### config.mk
export PLATFORM = sky130hd
export DESIGN_NAME = tri_bbox_scanner_flat
export DESIGN_NICKNAME = d
export VERILOG_FILES = /design/src/rtl/raster_pkg.sv /design/src/rtl/tri_bbox_scanner_if.sv /design/src/rtl/tri_bbox_calc.sv /design/src/rtl/tri_bbox_scanner.sv /design/src/flat_wrapper.sv
export SDC_FILE = /design/constraint.sdc
export NUM_CORES = 1
export LEC_CHECK = 0
export BUFFER_PORTS_ARGS = -buffer_cell sky130_fd_sc_hd__buf_4
export CAP_MARGIN = 15
export CELL_PAD_IN_SITES_DETAIL_PLACEMENT = 1
export CELL_PAD_IN_SITES_GLOBAL_PLACEMENT = 2
export CORE_ASPECT_RATIO = 0.75
export CORE_MARGIN = 2
export CORE_UTILIZATION = 34
export DETAILED_ROUTE_END_ITERATION = 8
export PLACE_DENSITY = 0.93
export SYNTH_ARGS = -nofsm -noshare
export SYNTH_HDL_FRONTEND = slang
export SYNTH_SLANG_ARGS = --single-unit
export TNS_END_PERCENT = 10
### constraint.sdc
create_clock -name clk_in -period 5.4 [get_ports clk_in]
set_input_delay 0.54 -clock clk_in [delete_from_list [all_inputs] [get_ports clk_in]]
set_output_delay 0.54 -clock clk_in [all_outputs]
set_load 0.02 [all_outputs]
### src/rtl/raster_pkg.sv
// Shared raster types: coordinate widths, screen limits, vertex layout
// and the scanner state encoding.
package raster_pkg;

  localparam int COORD_W  = 9;
  localparam int SCREEN_W = 320;
  localparam int SCREEN_H = 240;

  localparam int VX = 2;
  localparam int VY = 1;
  localparam int VZ = 0;

  typedef logic [COORD_W-1:0] coord_t;

  // Component-major so that v[VX] is a full-width x coordinate.
  typedef logic [2:0][COORD_W-1:0] vert_t;

  typedef enum logic [2:0] {
    IDLE,
    BBOX,
    ISSUE,
    WAIT,
    EMIT,
    ADV,
    DONE
  } scan_state_t;

  localparam coord_t X_LIM = coord_t'(SCREEN_W - 1);
  localparam coord_t Y_LIM = coord_t'(SCREEN_H - 1);

  function automatic coord_t clamp(coord_t v, coord_t lim);
    return (v > lim) ? lim : v;
  endfunction

  function automatic coord_t min3(coord_t a, coord_t b, coord_t c);
    coord_t m;
    m = (a < b) ? a : b;
    return (c < m) ? c : m;
  endfunction

  function automatic coord_t max3(coord_t a, coord_t b, coord_t c);
    coord_t m;
    m = (a > b) ? a : b;
    return (c > m) ? c : m;
  endfunction

endpackage

### src/rtl/tri_bbox_scanner_if.sv
// Triangle in, tester request/verdict and covered-pixel handshakes
// of the bounding-box scanner.
interface tri_bbox_scanner_if;
  import raster_pkg::*;

  logic   tri_valid_in;
  logic   tri_ready_out;
  vert_t  v1_in;
  vert_t  v2_in;
  vert_t  v3_in;
  vert_t  v1_out;
  vert_t  v2_out;
  vert_t  v3_out;
  coord_t test_x_out;
  coord_t test_y_out;
  logic   test_valid_out;
  logic   in_tri_in;
  logic   in_tri_valid_in;
  coord_t pix_x_out;
  coord_t pix_y_out;
  logic   pix_valid_out;
  logic   pix_ready_in;
  logic   busy_out;
  logic   done_out;

  modport slave (
    input  tri_valid_in, v1_in, v2_in, v3_in,
    input  in_tri_in, in_tri_valid_in, pix_ready_in,
    output tri_ready_out, v1_out, v2_out, v3_out,
    output test_x_out, test_y_out, test_valid_out,
    output pix_x_out, pix_y_out, pix_valid_out,
    output busy_out, done_out
  );

  modport master (
    output tri_valid_in, v1_in, v2_in, v3_in,
    output in_tri_in, in_tri_valid_in, pix_ready_in,
    input  tri_ready_out, v1_out, v2_out, v3_out,
    input  test_x_out, test_y_out, test_valid_out,
    input  pix_x_out, pix_y_out, pix_valid_out,
    input  busy_out, done_out
  );

endinterface

### src/rtl/tri_bbox_calc.sv
// Combinational bounding box of three vertices, each bound clamped
// to the last visible column/row.
module tri_bbox_calc
  import raster_pkg::*;
(
  input  coord_t x1_i,
  input  coord_t x2_i,
  input  coord_t x3_i,
  input  coord_t y1_i,
  input  coord_t y2_i,
  input  coord_t y3_i,
  output coord_t xmin_o,
  output coord_t xmax_o,
  output coord_t ymin_o,
  output coord_t ymax_o
);

  assign xmin_o = clamp(min3(x1_i, x2_i, x3_i), X_LIM);
  assign xmax_o = clamp(max3(x1_i, x2_i, x3_i), X_LIM);
  assign ymin_o = clamp(min3(y1_i, y2_i, y3_i), Y_LIM);
  assign ymax_o = clamp(max3(y1_i, y2_i, y3_i), Y_LIM);

endmodule

### src/rtl/tri_bbox_scanner.sv
// Walks a triangle's clamped bounding box row-major, asks the tester
// about each pixel and forwards covered pixels downstream.
module tri_bbox_scanner
  import raster_pkg::*;
(
  input  logic clk_in,
  input  logic rst_in,
  tri_bbox_scanner_if.slave bus
);

  scan_state_t state_q;
  vert_t  v1_q, v2_q, v3_q;
  coord_t xmin_q, xmax_q, ymax_q;
  coord_t cx_q, cy_q;
  coord_t cx_d, cy_d;
  logic   last_d;
  coord_t test_x_q, test_y_q;
  coord_t pix_x_q, pix_y_q;
  logic   test_valid_q, pix_valid_q, done_q;
  coord_t bx_min, bx_max, by_min, by_max;

  tri_bbox_calc u_calc (
    .x1_i   (v1_q[VX]),
    .x2_i   (v2_q[VX]),
    .x3_i   (v3_q[VX]),
    .y1_i   (v1_q[VY]),
    .y2_i   (v2_q[VY]),
    .y3_i   (v3_q[VY]),
    .xmin_o (bx_min),
    .xmax_o (bx_max),
    .ymin_o (by_min),
    .ymax_o (by_max)
  );

  always_comb begin
    cx_d   = cx_q;
    cy_d   = cy_q;
    last_d = 1'b0;
    if (cx_q < xmax_q) begin
      cx_d = cx_q + coord_t'(1);
    end else if (cy_q < ymax_q) begin
      cx_d = xmin_q;
      cy_d = cy_q + coord_t'(1);
    end else begin
      last_d = 1'b1;
    end
  end

  always_ff @(posedge clk_in or negedge rst_in) begin
    if (!rst_in) begin
      state_q      <= IDLE;
      v1_q         <= '0;
      v2_q         <= '0;
      v3_q         <= '0;
      xmin_q       <= '0;
      xmax_q       <= '0;
      ymax_q       <= '0;
      cx_q         <= '0;
      cy_q         <= '0;
      test_x_q     <= '0;
      test_y_q     <= '0;
      test_valid_q <= 1'b0;
      pix_x_q      <= '0;
      pix_y_q      <= '0;
      pix_valid_q  <= 1'b0;
      done_q       <= 1'b0;
    end else begin
      unique case (state_q)
        IDLE: begin
          if (bus.tri_valid_in) begin
            v1_q    <= bus.v1_in;
            v2_q    <= bus.v2_in;
            v3_q    <= bus.v3_in;
            state_q <= BBOX;
          end
        end
        // Request is raised on entry so it is high during ISSUE.
        BBOX: begin
          xmin_q       <= bx_min;
          xmax_q       <= bx_max;
          ymax_q       <= by_max;
          cx_q         <= bx_min;
          cy_q         <= by_min;
          test_x_q     <= bx_min;
          test_y_q     <= by_min;
          test_valid_q <= 1'b1;
          state_q      <= ISSUE;
        end
        ISSUE: begin
          test_valid_q <= 1'b0;
          state_q      <= WAIT;
        end
        WAIT: begin
          if (bus.in_tri_valid_in) begin
            if (bus.in_tri_in) begin
              pix_x_q     <= cx_q;
              pix_y_q     <= cy_q;
              pix_valid_q <= 1'b1;
              state_q     <= EMIT;
            end else begin
              state_q <= ADV;
            end
          end
        end
        EMIT: begin
          if (bus.pix_ready_in) begin
            pix_valid_q <= 1'b0;
            state_q     <= ADV;
          end
        end
        ADV: begin
          if (last_d) begin
            done_q  <= 1'b1;
            state_q <= DONE;
          end else begin
            cx_q         <= cx_d;
            cy_q         <= cy_d;
            test_x_q     <= cx_d;
            test_y_q     <= cy_d;
            test_valid_q <= 1'b1;
            state_q      <= ISSUE;
          end
        end
        DONE: begin
          done_q  <= 1'b0;
          state_q <= IDLE;
        end
        default: state_q <= IDLE;
      endcase
    end
  end

  assign bus.tri_ready_out  = (state_q == IDLE);
  assign bus.busy_out       = (state_q != IDLE);
  assign bus.v1_out         = v1_q;
  assign bus.v2_out         = v2_q;
  assign bus.v3_out         = v3_q;
  assign bus.test_x_out     = test_x_q;
  assign bus.test_y_out     = test_y_q;
  assign bus.test_valid_out = test_valid_q;
  assign bus.pix_x_out      = pix_x_q;
  assign bus.pix_y_out      = pix_y_q;
  assign bus.pix_valid_out  = pix_valid_q;
  assign bus.done_out       = done_q;

endmodule

### src/flat_wrapper.sv
// flat-port wrapper written by rule: the top's interface ports become plain ports
module tri_bbox_scanner_flat import raster_pkg::*;
  (clk_in, rst_in, bus_tri_valid_in, bus_v1_in, bus_v2_in, bus_v3_in, bus_in_tri_in, bus_in_tri_valid_in, bus_pix_ready_in, bus_tri_ready_out, bus_v1_out, bus_v2_out, bus_v3_out, bus_test_x_out, bus_test_y_out, bus_test_valid_out, bus_pix_x_out, bus_pix_y_out, bus_pix_valid_out, bus_busy_out, bus_done_out);
  tri_bbox_scanner_if bus_i ();
  input  logic clk_in;
  input  logic rst_in;
  input wire logic [$bits(bus_i.tri_valid_in)-1:0] bus_tri_valid_in;
  input wire logic [$bits(bus_i.v1_in)-1:0] bus_v1_in;
  input wire logic [$bits(bus_i.v2_in)-1:0] bus_v2_in;
  input wire logic [$bits(bus_i.v3_in)-1:0] bus_v3_in;
  input wire logic [$bits(bus_i.in_tri_in)-1:0] bus_in_tri_in;
  input wire logic [$bits(bus_i.in_tri_valid_in)-1:0] bus_in_tri_valid_in;
  input wire logic [$bits(bus_i.pix_ready_in)-1:0] bus_pix_ready_in;
  output wire logic [$bits(bus_i.tri_ready_out)-1:0] bus_tri_ready_out;
  output wire logic [$bits(bus_i.v1_out)-1:0] bus_v1_out;
  output wire logic [$bits(bus_i.v2_out)-1:0] bus_v2_out;
  output wire logic [$bits(bus_i.v3_out)-1:0] bus_v3_out;
  output wire logic [$bits(bus_i.test_x_out)-1:0] bus_test_x_out;
  output wire logic [$bits(bus_i.test_y_out)-1:0] bus_test_y_out;
  output wire logic [$bits(bus_i.test_valid_out)-1:0] bus_test_valid_out;
  output wire logic [$bits(bus_i.pix_x_out)-1:0] bus_pix_x_out;
  output wire logic [$bits(bus_i.pix_y_out)-1:0] bus_pix_y_out;
  output wire logic [$bits(bus_i.pix_valid_out)-1:0] bus_pix_valid_out;
  output wire logic [$bits(bus_i.busy_out)-1:0] bus_busy_out;
  output wire logic [$bits(bus_i.done_out)-1:0] bus_done_out;
  assign bus_i.tri_valid_in = bus_tri_valid_in;
  assign bus_i.v1_in = bus_v1_in;
  assign bus_i.v2_in = bus_v2_in;
  assign bus_i.v3_in = bus_v3_in;
  assign bus_i.in_tri_in = bus_in_tri_in;
  assign bus_i.in_tri_valid_in = bus_in_tri_valid_in;
  assign bus_i.pix_ready_in = bus_pix_ready_in;
  assign bus_tri_ready_out = bus_i.tri_ready_out;
  assign bus_v1_out = bus_i.v1_out;
  assign bus_v2_out = bus_i.v2_out;
  assign bus_v3_out = bus_i.v3_out;
  assign bus_test_x_out = bus_i.test_x_out;
  assign bus_test_y_out = bus_i.test_y_out;
  assign bus_test_valid_out = bus_i.test_valid_out;
  assign bus_pix_x_out = bus_i.pix_x_out;
  assign bus_pix_y_out = bus_i.pix_y_out;
  assign bus_pix_valid_out = bus_i.pix_valid_out;
  assign bus_busy_out = bus_i.busy_out;
  assign bus_done_out = bus_i.done_out;
  tri_bbox_scanner u_core (.clk_in(clk_in), .rst_in(rst_in), .bus(bus_i));
endmodule
-- Word-level counts from Yosys, hierarchy flattened
Index checks and enable logic that the tools add are counted.
- register bits: 150
- input port bits: 87
- output and inout bits: 122
- word-level logic and storage cells: 101
- add/sub/neg operators: 2
- $lt $le $gt $ge: 14
- eq/ne operators: 15
- multiplexer cells: 36
- reductions and logical operators: 14
- operators with widths (kind ; count):
    9-bit two-way mux ; 18
    9-bit less-than comparator ; 6
    9-bit > comparator ; 4
    9-bit case mux with 2 select lines ; 2
    9-bit by 1-bit adder with 9-bit output (second input constant) ; 2
    9-bit by 8-bit > comparator with 1-bit output (second input constant) ; 2
    9-bit > comparator (second input constant) ; 2
    3-bit case mux with 6 select lines ; 1
    3-bit two-way mux ; 4
    2-bit inequality test (second input constant) ; 5
    3-bit equality test (second input constant) ; 3
    3-bit AND reduction ; 3
    1-bit two-way mux ; 8
    4-bit AND reduction ; 2
    3-bit by 2-bit equality test with 1-bit output (second input constant) ; 2
    2-bit AND reduction ; 3
    2-bit nonzero test ; 3
    3-bit nonzero test ; 2
    4-bit by 1-bit inequality test with 1-bit output (second input constant) ; 1
    1-bit case mux with 2 select lines ; 2
    3-bit by 1-bit equality test with 1-bit output (second input constant) ; 1
    3-bit logical NOT ; 1
    3-bit by 1-bit inequality test with 1-bit output (second input constant) ; 1
    3-bit by 2-bit inequality test with 1-bit output (second input constant) ; 1
    2 further kinds ; 2

-- Depth between registers and ports, before layout
- depth in word-level cells: 7
- depth in mapped cells: 18
- mapped depth without buffers: 15

-- Modules after synthesis
Synthesis repeated with hierarchy kept, for this count alone.
- cells, all modules: 908
- area total of the unflattened synthesis: 9270.1 µm²
- by module, submodules not included (module ; instances ; cells each ; area an instance (µm²) ; sequential area each (µm²)):
    tri_bbox_scanner ; 1 ; 558 ; 6720.2 ; 3753.6
    tri_bbox_calc ; 1 ; 350 ; 2549.9 ; 0.0

-- Worst setup path before layout
No wires, ideal clock.
- kind: register to register
- start: register u_core.v2_q (netlist bit u_core.bus.v2_out[15])
- end: register u_core.ymax_q[1]
- library setup time: 87 ps
- data arrival time: 3843 ps
- data required time: 5313 ps
- setup slack: 1470 ps
- cell stages (with the launch flop): 17
- path buffers: 2
- clock period less this slack: 3930 ps
- cells stage by stage: dfrtp_1 inv_1 ha_1 nand4_1 nor3_1 a2111oi_4 nor2_2 mux2i_1 ha_1 a21o_1 a221o_1 or2_1 clkbuf_1 and2_1 buf_2 mux2_2 a22oi_1
- cells in the longest elaborated chain, start to end: 6
- RTL lines (element ; RTL line ; RTL):
    start: declaration ; tri_bbox_scanner.sv:12 ; vert_t v1_q, v2_q, v3_q;
    start signal: assignment ; tri_bbox_scanner.sv:72 ; v2_q <= bus.v2_in;
    9-bit > comparator ; raster_pkg.sv:43 ; m = (a > b) ? a : b;
    9-bit two-way mux * ; raster_pkg.sv:43 ;
    9-bit > comparator ; raster_pkg.sv:44 ; return (c > m) ? c : m;
    9-bit two-way mux * ; raster_pkg.sv:44 ;
    9-bit by 8-bit > comparator with 1-bit output ; raster_pkg.sv:32 ; return (v > lim) ? lim : v;
    9-bit two-way mux * ; raster_pkg.sv:32 ;
    end signal: assignment ; tri_bbox_scanner.sv:81 ; ymax_q <= by_max;
    end: declaration ; tri_bbox_scanner.sv:13 ; coord_t xmin_q, xmax_q, ymax_q;
Every way passes the cells marked *; elsewhere a longest branch is shown, timed or not.
A chain may end at the register's enable or synchronous reset.

-- Worst setup path after layout
- start: register u_core.v1_q (netlist bit u_core.bus.v1_out[21])
- end: register u_core.xmax_q[4]
- cells in the longest elaborated chain, start to end: 6
- RTL lines (element ; RTL line ; RTL):
    start: declaration ; tri_bbox_scanner.sv:12 ;
    start signal: assignment ; tri_bbox_scanner.sv:71 ; v1_q <= bus.v1_in;
    9-bit > comparator ; raster_pkg.sv:43 ;
    9-bit two-way mux * ; raster_pkg.sv:43 ;
    9-bit > comparator ; raster_pkg.sv:44 ;
    9-bit two-way mux * ; raster_pkg.sv:44 ;
    9-bit > comparator ; raster_pkg.sv:32 ;
    9-bit two-way mux * ; raster_pkg.sv:32 ;
    end signal: assignment ; tri_bbox_scanner.sv:80 ; xmax_q <= bx_max;
    end: declaration ; tri_bbox_scanner.sv:13 ;
Marked as above.

==> metrics.md <==
| Metric | Value |
|---|---|
| TritonRoute pass-1 iters | `5` |
| Max-cap violations | `0` |
| Total gr overflow | `0` |
| Clock tree buffer depth | `2` |
| DRT iter0 DRCs | `513` |
| Setup slack after layout | `0.606 ns` |
| Crit Path Class | `flip-flop to flip-flop` |
| Final Hold Viols | `0` |
| Seq/Total Area, Yosys | `41.6%` |
| Worst reg2reg startpoint | `u_core.bus.v1_out[21]` |
| CP Data Required Time | `5.69 ns` |
| Area growth syn-to-layout | `27.1%` |
| Io pins | `209` |
| HP Class | `input pin to async pin` |
| TNS Setup | `0 ns` |
| Syn Area/Cell | `10.0 µm²` |
| Syn. warnings | `0` |
| Number of diodes | `0` |
| Status | `finished clean` |
| Most common cell in the synthesized netlist | `dfrtp_1` |
| Hold Buf Count CTS | `0` |
| R2R depth | `13` |
| Synth area leaders | `dfrtp_1 42%, mux2_2 9.7%, ha_1 9.7%, o21ai_0 4.3%, mux2i_1 4.1%` |
| Detailed-route DRC error count | `0` |
| Non-filler instance count after layout | `1455` |
| Post-CTS setup buffers | `0` |
| Post-DP HPWL | `23.0 mm` |
| Clock Latency Late Sink | `0.44 ns` |
| R2R Setup Slk | `0.61 ns` |
| CP arrival | `5.08 ns` |
| CP Launch Type | `flip-flop` |
| Core area | `26000 µm²` |
| Worst slew pin tran | `1.02 ns` |
| Clk_skew | `0.0112 ns` |
| Layout Nets | `1255` |
| Die ar. | `27900 µm²` |
| Final min period | `4.79 ns` |
| Initial Utilization | `34.7%` |
| Post-Syn Area | `9030 µm²` |
| Crit path max fanout | `13` |
| Layout cells sized above 1 | `31.9%` |
| H-Tree Level Count | `4` |
| WHS | `0.227 ns` |
| Per-cell routed wire length | `20.7 µm` |
| WL final | `30.1 mm` |
| Post-CTS sizing | `0` |
| Final period utilization | `88.8%` |
| RePlAce Congestion | `0.896` |
| Routed Antenna Nets | `0` |
| Critical path origin | `u_core.bus.v1_out[21]` |
| DR vias/cell | `5.38` |
| Share of the synthesized area in the top cell type | `41.6%` |
| Async SR Flop Fraction | `100%` |
| Post-synth EDFFs | `0` |
| CTS tree | `done` |
| Slew Limit Fails | `0` |
| Setup Slack @ Placement | `0.741 ns` |
| Die width | `192 µm` |
| Root buffer cell | `clkbuf_16` |
| RSZ-0062 raised after global routing | `no` |
| Yosys cell types | `65` |
| DP Cell Count | `1423` |
| Clock slew at reported path FFs | `0.07 ns` |
| Normalized max-slew margin | `31.8%` |
| Syn nets | `1058` |
| CP Capture Type | `flip-flop` |
| CTS buffer count | `17` |
| Prevailing post-synth register cell | `dfrtp_1` |
| Pin count of the biggest net entering global routing | `107` |
| Mapped Cells | `901` |
| First-pass GRT wire length | `48.4 mm` |
| Worst reg2reg endpoint | `u_core.xmax_q[4]` |
| Die height | `145 µm` |
| Vias in the first global route | `8479` |
| Yosys top cell by area | `dfrtp_1` |
| FF+latch count, synth | `150` |
| # clock sinks | `150` |
| Via Count | `7831` |
| Fmax | `209 MHz` |
| IO Port Bufs | `208` |
| Initial antenna violation count | `0` |
| Tot GR Track Use | `22.3%` |
| Final Setup Violations | `0` |
| Rows | `51` |
| Synth top cells by count | `150 x dfrtp_1, 85 x nand2_1, 78 x mux2_2, 78 x o21ai_0, 70 x ha_1` |
cell type report:
cell class	instances	area [µm²]
Clock buffer	20	467
Clock inverter	12	91.3
Fill cell	2972	14600
Inverter	60	225
Multi-Input combinational cell	652	4880
Sequential cell	150	3750
Tap cell	344	430
Timing Repair Buffer	217	1630
kinds of logic (layout without fill, tap and decap cells):
kind of cell | Yosys count | after routing | synth area share [%]
simple gates | 226 | 226 | 12.3
buf+inv | 99 | 309 | 4.43
xor+xnor | 4 | 4 | 0.388
fa+ha+maj | 70 | 70 | 9.70
mux | 115 | 115 | 13.8
flops | 150 | 150 | 41.6
compound gates | 237 | 237 | 17.7
critical path, cell delays in order, from the launching register on:
cell and delay (ns):
dfrtp_1 0.45, ha_1 0.33, and3_1 0.19, o21ai_0 0.16, a21o_1 0.36, a21boi_2 0.49, mux2i_1 0.42, ha_1 0.31
a21o_1 0.18, a221oi_1 0.44, a22o_1 0.48, o211ai_1 0.26, a22oi_2 0.39, o221ai_1 0.18
through the flow:
stage / instance area (µm²) / util, %
2_1_floorplan: 9030 / -
3_3_place_gp: 10900 / 41.9
3_5_place_dp: 10900 / 41.9
4_1_cts: 11500 / 44.1
5_1_grt: 11500 / 44.1
6_report: 11500 / 44.1
state kept, by name, indices dropped and copies added (netlist names):
signal / cells
u_core.bus.v1_out: 27
u_core.bus.v2_out: 27
u_core.bus.v3_out: 27
u_core.bus.pix_x_out: 9
u_core.bus.pix_y_out: 9
u_core.cx_q: 9
u_core.cy_q: 9
u_core.xmax_q: 9
u_core.xmin_q: 9
u_core.ymax_q: 9
u_core.state_q: 3
u_core.bus.done_out: 1
u_core.bus.pix_valid_out: 1
u_core.bus.test_valid_out: 1
worst max-delay path by stage:
stage / end / slack [ns] / cells after the start
final: u_core.xmax_q[4] / 0.61 / 13
after global routing: u_core.xmax_q[0] / 0.21 / 14
after CTS: u_core.xmax_q[4] / 0.69 / 14
after detailed placement: u_core.xmax_q[4] / 0.74 / 14
after global placement: u_core.xmax_q[4] / 0.91 / 14
after floorplan: u_core.ymax_q[1] / 1.47 / 16
per-layer routing:
layer  routed length (µm)  GRT usage (%)  vias up
li1                     -              -     3682
met1                14300           30.9     3905
met2                13500           34.1      223
met3                 2170           7.01       21
met4                  231           4.39        0
met5                    0              0        -
layout by cell type (no fill, tap or decap), types with 17 or more instances in the layout:
master     count
buf_4        216
ha_1          70
mux2_2        78
a21oi_1       37
nand3_1       30
nand2_1       85
clkbuf_16     17
o21ai_0       78
dfrtp_1      150
mux2i_1       37
inv_1         60
nor2_1        25
Power is left out: the tool's default activity adds up to more than one toggle a clock period on the data nets, which glitch-free logic cannot reach.
